===== src/rtl/can_tx_mailbox_sched_pkg.sv =====
// can_defs: shared CAN frame descriptor type and arbitration key helper
package can_defs;
  typedef struct packed {
    logic            ide;
    logic [10:0]     id_std;
    logic [17:0]     id_ext;
    logic            rtr;
    logic [3:0]      dlc;
    logic [7:0][7:0] data;
  } can_frame_desc_s;
  // Lower key wins; the ide/srr bits make std data < std remote < extended with the same base id
  function automatic logic [31:0] can_arb_key(input can_frame_desc_s d);
    return d.ide ? {d.id_std, 1'b1, 1'b1, d.id_ext, d.rtr} : {d.id_std, d.rtr, 1'b0, 18'b0, 1'b0};
  endfunction
endpackage


===== src/rtl/can_prio_select.sv =====
// can_prio_select: picks the pending mailbox with the lowest arbitration key, lowest index on ties
module can_prio_select #(
  parameter int NUM_MB = 4,
  parameter int IDX_W  = $clog2(NUM_MB)
) (
  input  logic [NUM_MB-1:0]       pending,
  input  logic [NUM_MB-1:0][31:0] keys,
  output logic [IDX_W-1:0]        idx,
  output logic                    valid
);
  logic [31:0] best;
  always_comb begin
    idx = '0;
    valid = 1'b0;
    best = '1;
    for (int i = 0; i < NUM_MB; i++)
      if (pending[i] && (!valid || keys[i] < best)) begin
        idx = IDX_W'(i);
        valid = 1'b1;
        best = keys[i];
      end
  end
endmodule


===== src/rtl/can_tx_mailbox_sched.sv =====
// can_tx_mailbox_sched: multi-mailbox CAN transmit scheduler with retry and abort handling
import can_defs::*;
module can_tx_mailbox_sched #(
  parameter int NUM_MB    = 4,
  parameter int MAX_RETRY = 0,
  parameter int IDX_W     = $clog2(NUM_MB)
) (
  input  logic              clk,
  input  logic              rst,
  input  logic [NUM_MB-1:0] mb_load,
  input  logic              load_ide,
  input  logic [10:0]       load_id_std,
  input  logic [17:0]       load_id_ext,
  input  logic              load_rtr,
  input  logic [3:0]        load_dlc,
  input  logic [63:0]       load_data,
  input  logic [NUM_MB-1:0] mb_abort,
  output logic [NUM_MB-1:0] mb_pending,
  output logic [NUM_MB-1:0] mb_done,
  output logic [NUM_MB-1:0] mb_fail,
  input  logic              bus_idle,
  output logic              start_tx,
  output logic              tx_ide,
  output logic [10:0]       tx_id_std,
  output logic [17:0]       tx_id_ext,
  output logic              tx_rtr,
  output logic [3:0]        tx_dlc,
  output logic [63:0]       tx_data,
  input  logic              tx_done,
  input  logic              arb_lost,
  input  logic              tx_error,
  output logic [IDX_W-1:0]  active_mb,
  output logic              busy
);
  localparam logic [0:0] S_IDLE = 1'b0;
  localparam logic [0:0] S_WAIT = 1'b1;
  localparam int RC_W = MAX_RETRY > 0 ? $clog2(MAX_RETRY + 1) : 1;
  logic [0:0]               state;
  can_frame_desc_s          mb [NUM_MB];
  can_frame_desc_s          load_desc, tx_desc;
  logic [NUM_MB-1:0]        pending, act_oh, ld, ab, pending_nxt, done_nxt, fail_nxt;
  logic [NUM_MB-1:0][31:0]  keys;
  logic [IDX_W-1:0]         sel_idx, sel_idx_c;
  logic                     sel_valid, sel_valid_c;
  logic [RC_W-1:0]          retry, retry_nxt;
  logic                     abort_hold, abort_act, fin_done, fin_err, fin_arb, fin, err_fail, drop, launch;
  assign busy = state == S_WAIT;
  assign mb_pending = pending;
  assign load_desc = '{ide: load_ide, id_std: load_id_std, id_ext: load_id_ext, rtr: load_rtr, dlc: load_dlc, data: load_data};
  assign {tx_ide, tx_id_std, tx_id_ext, tx_rtr, tx_dlc, tx_data} = tx_desc;
  always_comb begin
    keys = '0;
    for (int i = 0; i < NUM_MB; i++) keys[i] = can_arb_key(mb[i]);
  end
  can_prio_select #(.NUM_MB(NUM_MB), .IDX_W(IDX_W)) u_sel (
    .pending(pending),
    .keys(keys),
    .idx(sel_idx_c),
    .valid(sel_valid_c)
  );
  // Completion priority: done > error > arb_lost; abort on the active mailbox only takes effect on non-success
  always_comb begin
    act_oh = busy ? NUM_MB'(1) << active_mb : '0;
    ld = mb_load & ~mb_abort & ~act_oh;
    ab = mb_abort & pending & ~act_oh;
    fin_done = busy & tx_done;
    fin_err = busy & ~tx_done & tx_error;
    fin_arb = busy & ~tx_done & ~tx_error & arb_lost;
    fin = fin_done | fin_err | fin_arb;
    abort_act = abort_hold | (busy & mb_abort[active_mb]);
    retry_nxt = retry + RC_W'(1);
    err_fail = fin_err && MAX_RETRY != 0 && retry_nxt == RC_W'(MAX_RETRY);
    drop = fin_done | ((fin_err | fin_arb) & abort_act) | err_fail;
    pending_nxt = (pending | ld) & ~ab & ~(drop ? act_oh : '0);
    done_nxt = fin_done ? act_oh : '0;
    fail_nxt = ab | ((drop & ~fin_done) ? act_oh : '0);
    // Skip a stale selection whose mailbox just left, or is being aborted or rewritten this cycle
    launch = !busy && sel_valid && bus_idle && pending[sel_idx] && !mb_abort[sel_idx] && !mb_load[sel_idx];
  end
  always_ff @(posedge clk or posedge rst)
    if (rst) begin
      state <= S_IDLE;
      for (int i = 0; i < NUM_MB; i++) mb[i] <= '0;
      pending <= '0;
      sel_idx <= '0;
      sel_valid <= 1'b0;
      tx_desc <= '0;
      active_mb <= '0;
      start_tx <= 1'b0;
      mb_done <= '0;
      mb_fail <= '0;
      retry <= '0;
      abort_hold <= 1'b0;
    end else begin
      for (int i = 0; i < NUM_MB; i++) if (ld[i]) mb[i] <= load_desc;
      pending <= pending_nxt;
      sel_idx <= sel_idx_c;
      sel_valid <= sel_valid_c;
      mb_done <= done_nxt;
      mb_fail <= fail_nxt;
      start_tx <= launch;
      abort_hold <= busy && !fin && abort_act;
      retry <= drop ? '0 : fin_err ? retry_nxt : (launch && sel_idx != active_mb) ? '0 : retry;
      if (launch) begin
        tx_desc <= mb[sel_idx];
        active_mb <= sel_idx;
        state <= S_WAIT;
      end else if (fin) state <= S_IDLE;
    end
endmodule


===== config.mk =====
export PLATFORM = sky130hd
export DESIGN_NAME = can_tx_mailbox_sched
export DESIGN_NICKNAME = d
export VERILOG_FILES = /design/src/rtl/can_tx_mailbox_sched_pkg.sv /design/src/rtl/can_prio_select.sv /design/src/rtl/can_tx_mailbox_sched.sv
export SDC_FILE = /design/constraint.sdc
export NUM_CORES = 1
export LEC_CHECK = 0
export ABC_AREA = 1
export BUFFER_PORTS_ARGS = -buffer_cell sky130_fd_sc_hd__buf_2
export CORE_MARGIN = 3
export CORE_UTILIZATION = 40
export CTS_CLUSTER_DIAMETER = 100
export DETAILED_ROUTE_END_ITERATION = 6
export GPL_ROUTABILITY_DRIVEN = 0
export HOLD_SLACK_MARGIN = 0.03
export PLACE_DENSITY_LB_ADDON = 0.12
export SLEW_MARGIN = 10
export SYNTH_ARGS = -nofsm -noshare
export SYNTH_HDL_FRONTEND = slang
export SYNTH_SLANG_ARGS = --single-unit

===== constraint.sdc =====
create_clock -name clk -period 16.55 [get_ports clk]
set_input_delay 3.31 -clock clk [delete_from_list [all_inputs] [get_ports clk]]
set_output_delay 3.31 -clock clk [all_outputs]
set_load 0.1 [all_outputs]

==> out/results.tsv, run 1 <==
stage	metric	value	unit
routing	number of DRC markers after the initial detailed-route iteration	1335	
power_and_ir_drop	logic gate share of total power	45.5	%
critical_path	kind of end point of the critical path	flop	
global_route	met1 track demand over resource in global routing	30.67	%
critical_path	Critical Path AT	8210	ps
global_route	number of antenna violations at the first check in global routing	11	
power_and_ir_drop	maximum vdd ir drop	0.0001344	V
clock_tree	TritonCTS clock tree	built	
yosys	ranking of synthesized cells by instance count	897 x sky130_fd_sc_hd__nand2_1, 736 x sky130_fd_sc_hd__o21ai_0, 515 x sky130_fd_sc_hd__dfrtp_1	
placed_design	Detail Placement HPWL	44690	um
power_and_ir_drop	Clk pwr share	22.4	%
yosys	cell type contributing the most total cell area after synthesis	sky130_fd_sc_hd__dfrtp_1	
clock_tree	CTS Hold Bufs	0	
layout	Final Util	46.53	%
clock_tree	library cell used as clock root buffer	sky130_fd_sc_hd__clkbuf_16	
yosys	share of synthesized registers carrying an async set or reset	100.0	%
floorplan	placeable core region	60810	um2
timing	Final Critical Period	7674	ps
floorplan	io pins	228	
timing	total negative setup slack	0	ps
timing	# setup viols final	0	
timing	Tightest Pin Transition	1154	ps
yosys	number of warnings printed during yosys synthesis	0	
layout	share of cells above drive strength 1	10.67	%
global_route	GRT Total Usage	22.27	%
floorplan	Rows	90	
power_and_ir_drop	cell internal power dissipation	2.942	mW
routing	routed len/inst	17.71	um
floorplan	height of the die	255.0	um
floorplan	Die X	255.0	um
timing	Max Clock Freq	130.3	MHz
routing	total iterations of the first detailed-routing run	5	
critical_path	Most Frequent Cell on Critical Path	sky130_fd_sc_hd__nand2_1	
yosys	gate count of the mapped netlist	3109	
timing	worst hold slack after final layout	473.8	ps
routing	Total Routed Length	71740	um
routing	vias after detailed routing	21090	
power_and_ir_drop	Net Switching	2.784	mW
timing	crit share post-route	46.37	%
yosys	post-synthesis sequential element count	515	
yosys	post-synthesis mux area share	0	%
yosys	number of distinct library cells after synthesis	32	
yosys	Mapped Area	24800	um2
yosys	area share of the largest cell type after synthesis	51.97	%
timing	setup repair after global routing missed its margin	no	
clock_tree	htree depth	2	
yosys	mean cell area of the mapped netlist	7.976	um2
yosys	Synthesized Nets	3314	
critical_path	Worst Path Max Fanout	65	
global_route	met2 Use GR	35.58	%
yosys	Compound-Gate Fraction of Synth Area	19.23	%
floorplan	DIE AREA	65020	um2
routing	residual antenna-violating net count after detailed routing	0	
critical_path	number of cells on the worst reg-to-reg path	33	
yosys	simple-gate area share of the yosys netlist	17.08	%
clock_tree	Longest Clk Path Bufs	3	
layout	Non-Filler Instances	4050	
yosys	most frequent cell after synthesis	sky130_fd_sc_hd__nand2_1	
routing	Vias per Instance	5.208	
power_and_ir_drop	sequential fraction of design power	32.2	%
yosys	commonest register cell after synthesis	sky130_fd_sc_hd__dfrtp_1	
global_route	remaining global-route overflow	0	
placed_design	number of placed cells counting well taps	3946	
critical_path	slowest cell on the critical path	sky130_fd_sc_hd__clkinv_1	
global_route	number of global-route vias before repair	21010	
global_route	pin count of the biggest net entering global routing	184	
yosys	XOR/XNOR share of the synthesized area	0	%
yosys	adder and majority gate portion of the synthesized area	4.642	%
yosys	proportion of synthesized chip area in sequential cells	51.97	%
power_and_ir_drop	Switching Share	48.62	%
critical_path	start-to-end type of the worst setup path	reg -> reg	
routing	Remaining DRCs	0	
flow_run	Max-Cap Viols	0	
timing	final setup skew	23.99	ps
critical_path	worst stage delay on the critical path	910	ps
power_and_ir_drop	leak pwr	14.40	nW
yosys	number of flops mapped to enable cells by yosys	0	
global_route	grt met3 use	4.796	%
clock_tree	count of cells resized by post-cts repair	0	
yosys	main combinational cell family by area after synthesis	compound AO/OA/AOI/OAI gates	
power_and_ir_drop	Cell Pwr Density	202.4	nW/um2
timing	count of pins over their slew limit	0	
layout	number of nets in the final layout	3427	
global_route	layer carrying the most global-route usage	met2	
clock_tree	CTS clk-pin slew, worst paths	60	ps
timing	relative max-transition margin	23.09	%
critical_path	startpoint type of the worst setup path	flop	
clock_tree	clock latency of the later-clocked register in the worst-skew pair	620	ps
outcome	run status	complete, no violations	
global_route	wire length of the first global-routing pass	114800	um
critical_path	required time worst endpoint	17090	ps
hold_path	worst min path class	reg -> reg	
hold_path	worst hold path depth	2	
clock_tree	Clock Sinks	515	
layout	area growth from synthesis to final layout	14.09	%
yosys	dominant cells by area after synthesis	sky130_fd_sc_hd__dfrtp_1 52%, sky130_fd_sc_hd__o21ai_0 15%, sky130_fd_sc_hd__nand2_1 14%, sky130_fd_sc_hd__ha_1 4.6%, sky130_fd_sc_hd__inv_1 4.1%	
timing	final hold violations	0	
clock_tree	buffer count from post-CTS setup fixing	0	
placed_design	port buffer count	227	
clock_tree	number of buffers created by CTS	56	
floorplan	effective utilization at floorplan	40.78	%
==> kinds of logic (layout without fill, tap and decap cells) <==
logic type / count (synthesis) / in the layout
simple gates: 1100 / 1100
buf+inv: 467 / 621
compound gates: 935 / 935
other cells: 0 / 5
fa+ha+maj: 92 / 92
flops: 515 / 515
==> worst max-delay path: cells and delay by family, from the launching register on <==
family / cells / cell delay [ps]
simple gates: 24 / 4170
buf+inv: 2 / 970
compound gates: 4 / 940
fa+ha+maj: 3 / 900
flops: 1 / 510
==> layer usage <==
layer  up-vias  part of all wire (%)
met5         -                 0.098
met4        10                   2.6
met3       120                   6.3
met2       505                    45
met1     10110                    46
li1      10350                     -
==> layout by cell type, fill, tap and decap left out, types with 11 or more instances in the layout <==
master                        n
sky130_fd_sc_hd__a211oi_1    11
sky130_fd_sc_hd__o22ai_1     12
sky130_fd_sc_hd__nand3_1     22
sky130_fd_sc_hd__nor2_1     149
sky130_fd_sc_hd__o21ai_0    736
sky130_fd_sc_hd__dfrtp_1    513
sky130_fd_sc_hd__buf_2      227
sky130_fd_sc_hd__inv_1      266
sky130_fd_sc_hd__clkbuf_8    16
sky130_fd_sc_hd__clkbuf_1    13
sky130_fd_sc_hd__a21oi_1    146
sky130_fd_sc_hd__buf_4       24
sky130_fd_sc_hd__ha_1        92
sky130_fd_sc_hd__clkbuf_16   56
sky130_fd_sc_hd__o21ai_1     13
sky130_fd_sc_hd__nand2_1    896
sky130_fd_sc_hd__nand4_1     11
==> flip-flops by register name, summed over array words and instances (netlist names), 4 cells and up <==
signal / count
tx_dlc: 4
mb_done: 4
mb_pending: 4
tx_data: 64
mb_fail: 4
tx_id_ext: 18
mb: 396
tx_id_std: 11
==> path summary, 6_finish.rpt <==
| kind | startpoint | endpoint | slack, ps |
|---|---|---|---|
| max in group asynchronous | rst | mb[4] | 10700 |
| worst min register to register | tx_id_std[1] | tx_id_std[1] | 470 |
| worst max-delay path | mb_pending[0] | sel_idx[1] | 8880 |
| min in group asynchronous | rst | tx_data[50] | 2880 |
| worst min-delay path | tx_id_std[1] | tx_id_std[1] | 470 |
| worst max register to register | mb_pending[0] | sel_idx[1] | 8880 |
==> power by group through the flow <==
stage | sequential (mW) | combinational [mW] | clock (mW)
after global routing | 1.89 | 2.90 | 1.37
after global placement | 1.85 | 2.57 | 0
after detailed placement | 1.86 | 2.61 | 0
after floorplan | 2.58 | 1.26 | 0
after CTS | 1.84 | 2.62 | 1.32
final | 1.84 | 2.60 | 1.28
==> layout make-up <==
| class | count | area, um2 |
|---|---|---|
| Sequential cell | 515 | 12890 |
| Multi-Input combinational cell | 2127 | 10180 |
| Timing Repair Buffer | 251 | 1316 |
| Tap cell | 782 | 978.4 |
| Fill cell | 6023 | 32510 |
| Clock inverter | 14 | 212.7 |
| Inverter | 271 | 1031 |
| Clock buffer | 85 | 1670 |
| Antenna cell | 5 | 12.51 |
==> through the flow <==
stage / total power [mW] / setup WS, ps / area [um2]
after floorplan: 3.836 / 6246 / 24800
after global placement: 4.423 / 9344 / 26400
after detailed placement: 4.470 / 9002 / 26400
after CTS: 5.780 / 8972 / 28280
after global routing: 6.149 / 8101 / 28280
final: 5.726 / 8876 / 28290
Power figures use the tool's default switching activity.
==> run 2: changes to the inputs <==
Settings changed: ABC_AREA 1 to 0.
Clock period 16.55 ns to 8 ns, I/O delays scaled along.
==> run 2 against run 1 <==
  * Sequential cell count stayed put
  * Sequential power is 110% higher
  * Utilization is 0.95 points higher
  * Non-clock buffer count is 4 higher
  * Cell count is 30% lower
  * Combinational power is 140% higher
  * Maximum frequency is 5.9% higher
  * Critical path depth is 3 lower
  * Clock skew is 26 ps higher
  * Critical path type unchanged
  * Largest cell class unchanged
==> out/results.tsv, run 2 <==
stage	metric	value	unit	change
outcome	run status	complete, no violations		unchanged
timing	# setup viols final	0		unchanged
yosys	commonest register cell after synthesis	sky130_fd_sc_hd__dfrtp_1		unchanged
floorplan	io pins	228		unchanged
yosys	mean cell area of the mapped netlist	14.26	um2	was 7.976 um2
yosys	dominant cells by area after synthesis	sky130_fd_sc_hd__dfrtp_1 52%, sky130_fd_sc_hd__mux2_2 23%, sky130_fd_sc_hd__mux4_2 9.0%, sky130_fd_sc_hd__ha_1 4.6%, sky130_fd_sc_hd__mux2_4 1.4%		was sky130_fd_sc_hd__dfrtp_1 52%, sky130_fd_sc_hd__o21ai_0 15%, sky130_fd_sc_hd__nand2_1 14%, sky130_fd_sc_hd__ha_1 4.6%, sky130_fd_sc_hd__inv_1 4.1%
yosys	most frequent cell after synthesis	sky130_fd_sc_hd__dfrtp_1		was sky130_fd_sc_hd__nand2_1
clock_tree	Clock Sinks	515		unchanged
yosys	share of synthesized registers carrying an async set or reset	100.0	%	unchanged
layout	Final Util	47.48	%	was 46.53%
hold_path	worst min path class	reg -> reg		unchanged
timing	final hold violations	0		unchanged
timing	crit share post-route	90.55	%	was 46.37%
critical_path	Critical Path AT	7720	ps	was 8210 ps
timing	crit path setup slack, layout	755.9	ps	was 8876 ps
critical_path	slowest cell on the critical path	sky130_fd_sc_hd__a2111oi_0		was sky130_fd_sc_hd__clkinv_1
layout	most common cell after layout, fill and taps aside	sky130_fd_sc_hd__dfrtp_1		was sky130_fd_sc_hd__nand2_1
routing	residual antenna-violating net count after detailed routing	0		unchanged
hold_path	worst hold path depth	1		was 2
timing	Tightest Pin Transition	1072	ps	was 1154 ps
timing	relative max-transition margin	28.35	%	was 23.09%
placed_design	Detail Placement HPWL	40550	um	was 44690 um
placed_design	Setup WS pre-CTS	394.8	ps	was 9002 ps
timing	worst hold slack after final layout	498.4	ps	was 473.8 ps
clock_tree	CTS Hold Bufs	0		unchanged
floorplan	Die X	255.5	um	was 255.0 um
timing	final setup skew	49.82	ps	was 23.99 ps
yosys	number of distinct library cells after synthesis	59		was 32
timing	Max Clock Freq	138.0	MHz	was 130.3 MHz
timing	count of pins over their slew limit	0		unchanged
critical_path	startpoint type of the worst setup path	flop		unchanged
layout	area growth from synthesis to final layout	16.15	%	was 14.09%
critical_path	Worst Path Max Fanout	20		was 65
critical_path	Most Frequent Cell on Critical Path	sky130_fd_sc_hd__o21ai_0		was sky130_fd_sc_hd__nand2_1
routing	Total Routed Length	62630	um	was 71740 um
layout	highest-count cells in the layout ignoring fill and taps	511 x sky130_fd_sc_hd__dfrtp_1, 504 x sky130_fd_sc_hd__mux2_2, 227 x sky130_fd_sc_hd__buf_2		was 896 x sky130_fd_sc_hd__nand2_1, 736 x sky130_fd_sc_hd__o21ai_0, 513 x sky130_fd_sc_hd__dfrtp_1
clock_tree	CTS clk-pin slew, worst paths	60	ps	about the same
routing	total iterations of the first detailed-routing run	5		unchanged
layout	flip-flop count of the largest register, all copies and words added	396		unchanged
yosys	post-synthesis sequential element count	515		unchanged
floorplan	Rows	90		unchanged
critical_path	start-to-end type of the worst setup path	reg -> reg		unchanged
global_route	GRT Total Usage	19.39	%	was 22.27%
clock_tree	Longest Clk Path Bufs	3		unchanged
floorplan	placeable core region	60920	um2	was 60810 um2
yosys	ranking of synthesized cells by instance count	515 x sky130_fd_sc_hd__dfrtp_1, 504 x sky130_fd_sc_hd__mux2_2, 100 x sky130_fd_sc_hd__mux4_2		was 897 x sky130_fd_sc_hd__nand2_1, 736 x sky130_fd_sc_hd__o21ai_0, 515 x sky130_fd_sc_hd__dfrtp_1
global_route	number of global-route vias before repair	16740		was 21010
yosys	cell type contributing the most total cell area after synthesis	sky130_fd_sc_hd__dfrtp_1		unchanged
yosys	Mapped Area	24910	um2	was 24800 um2
layout	Most flops, register	mb		unchanged
critical_path	kind of end point of the critical path	flop		unchanged
clock_tree	clock latency of the later-clocked register in the worst-skew pair	640	ps	was 620 ps
yosys	number of warnings printed during yosys synthesis	0		unchanged
critical_path	worst stage delay on the critical path	500	ps	was 910 ps
critical_path	required time worst endpoint	8470	ps	was 17090 ps
floorplan	DIE AREA	65290	um2	was 65020 um2
routing	Vias per Instance	5.380		was 5.208
global_route	pin count of the biggest net entering global routing	185		was 184
critical_path	number of cells on the worst reg-to-reg path	30		was 33
global_route	wire length of the first global-routing pass	100400	um	was 114800 um
global_route	number of antenna violations at the first check in global routing	13		was 11
power_and_ir_drop	leak pwr	12.88	nW	was 14.40 nW
global_route	remaining global-route overflow	0		unchanged
layout	number of nets in the final layout	2167		was 3427
routing	Remaining DRCs	0		unchanged
routing	number of DRC markers after the initial detailed-route iteration	678		was 1335
flow_run	Max-Cap Viols	0		unchanged
clock_tree	TritonCTS clock tree	built		unchanged
placed_design	port buffer count	227		unchanged
power_and_ir_drop	Cell Pwr Density	444.8	nW/um2	was 202.4 nW/um2
yosys	number of flops mapped to enable cells by yosys	0		unchanged
timing	total negative setup slack	0	ps	unchanged
clock_tree	number of buffers created by CTS	58		was 56
yosys	area share of the largest cell type after synthesis	51.75	%	was 51.97%
routing	routed len/inst	22.02	um	was 17.71 um
clock_tree	library cell used as clock root buffer	sky130_fd_sc_hd__clkbuf_16		unchanged
power_and_ir_drop	maximum vdd ir drop	0.0002730	V	was 0.0001344 V
clock_tree	htree depth	2		unchanged
layout	share of cells above drive strength 1	49.53	%	was 10.67%
routing	vias after detailed routing	15300		was 21090
floorplan	effective utilization at floorplan	40.88	%	was 40.78%
yosys	Synthesized Nets	1951		was 3314
floorplan	height of the die	255.5	um	was 255.0 um
yosys	gate count of the mapped netlist	1746		was 3109
timing	Final Critical Period	7244	ps	was 7674 ps
yosys	proportion of synthesized chip area in sequential cells	51.75	%	was 51.97%
[run 2: cell families after synthesis]
kind of cell	after synthesis	synth area share, %
simple gates	214	4.120
compound gates	144	3.673
fa+ha+maj	92	4.622
buf+inv	153	2.582
mux	628	33.26
flops	515	51.75
[run 2: cell type report]
type / count / area [um2]
Clock inverter: 26 / 327.8
Clock buffer: 81 / 1608
Sequential cell: 515 / 12900
Tap cell: 828 / 1036
Antenna cell: 7 / 17.52
Inverter: 54 / 210.2
Fill cell: 5428 / 31990
Timing Repair Buffer: 255 / 1409
Multi-Input combinational cell: 1078 / 11420
[run 2: per-stage QoR]
| stage | power, mW | cells | area (um2) |
|---|---|---|---|
| 6_report | 12.87 | 2844 | 28930 |
| 3_3_place_gp | 10.18 | 2730 | 26940 |
| 3_5_place_dp | 10.27 | 2730 | 26940 |
| 2_1_floorplan | 8.914 | 1746 | 24910 |
| 5_1_grt | 13.63 | 2839 | 28910 |
| 4_1_cts | 13.03 | 2837 | 28880 |
[run 2: layer usage]
metal / global-route usage [%] / vias to the layer above / share of wire (%)
li1: - / 6891 / -
met1: 25.04 / 8030 / 42
met2: 32.84 / 272 / 50
met3: 4.640 / 95 / 5.7
met4: 5.179 / 12 / 2.1
met5: 0 / - / 0.13
[run 2: final timing paths]
path                               startpoint           end  slack (ps)
min in group asynchronous                 rst    mb_done[0]        1200
max in group asynchronous                 rst        mb[25]        5270
worst max register to register  mb_pending[0]    sel_idx[0]         760
worst min register to register   tx_id_ext[4]  tx_id_ext[4]         500
worst max-delay path            mb_pending[0]    sel_idx[0]         760
worst min-delay path             tx_id_ext[4]  tx_id_ext[4]         500
[run 2: critical path, delay by kind of cell (launching register included)]
kind | cells | cell delay (ps)
compound gates | 16 | 3420
fa+ha+maj | 3 | 750
flops | 1 | 390
mux | 2 | 700
buf+inv | 4 | 1090
simple gates | 5 | 710
[run 2: where the power goes]
| group | internal [mW] | switching, mW |
|---|---|---|
| Clock | 1.57 | 1.11 |
| Combinational | 2.27 | 4.00 |
| Sequential | 3.36 | 0.565 |
| Total | 7.20 | 5.67 |
[run 2: timing repair]
item                                    in CTS  in global routing
setup buffers                                0                  0
resized for setup                            0                  7
endpoints found under the setup margin       0                  2
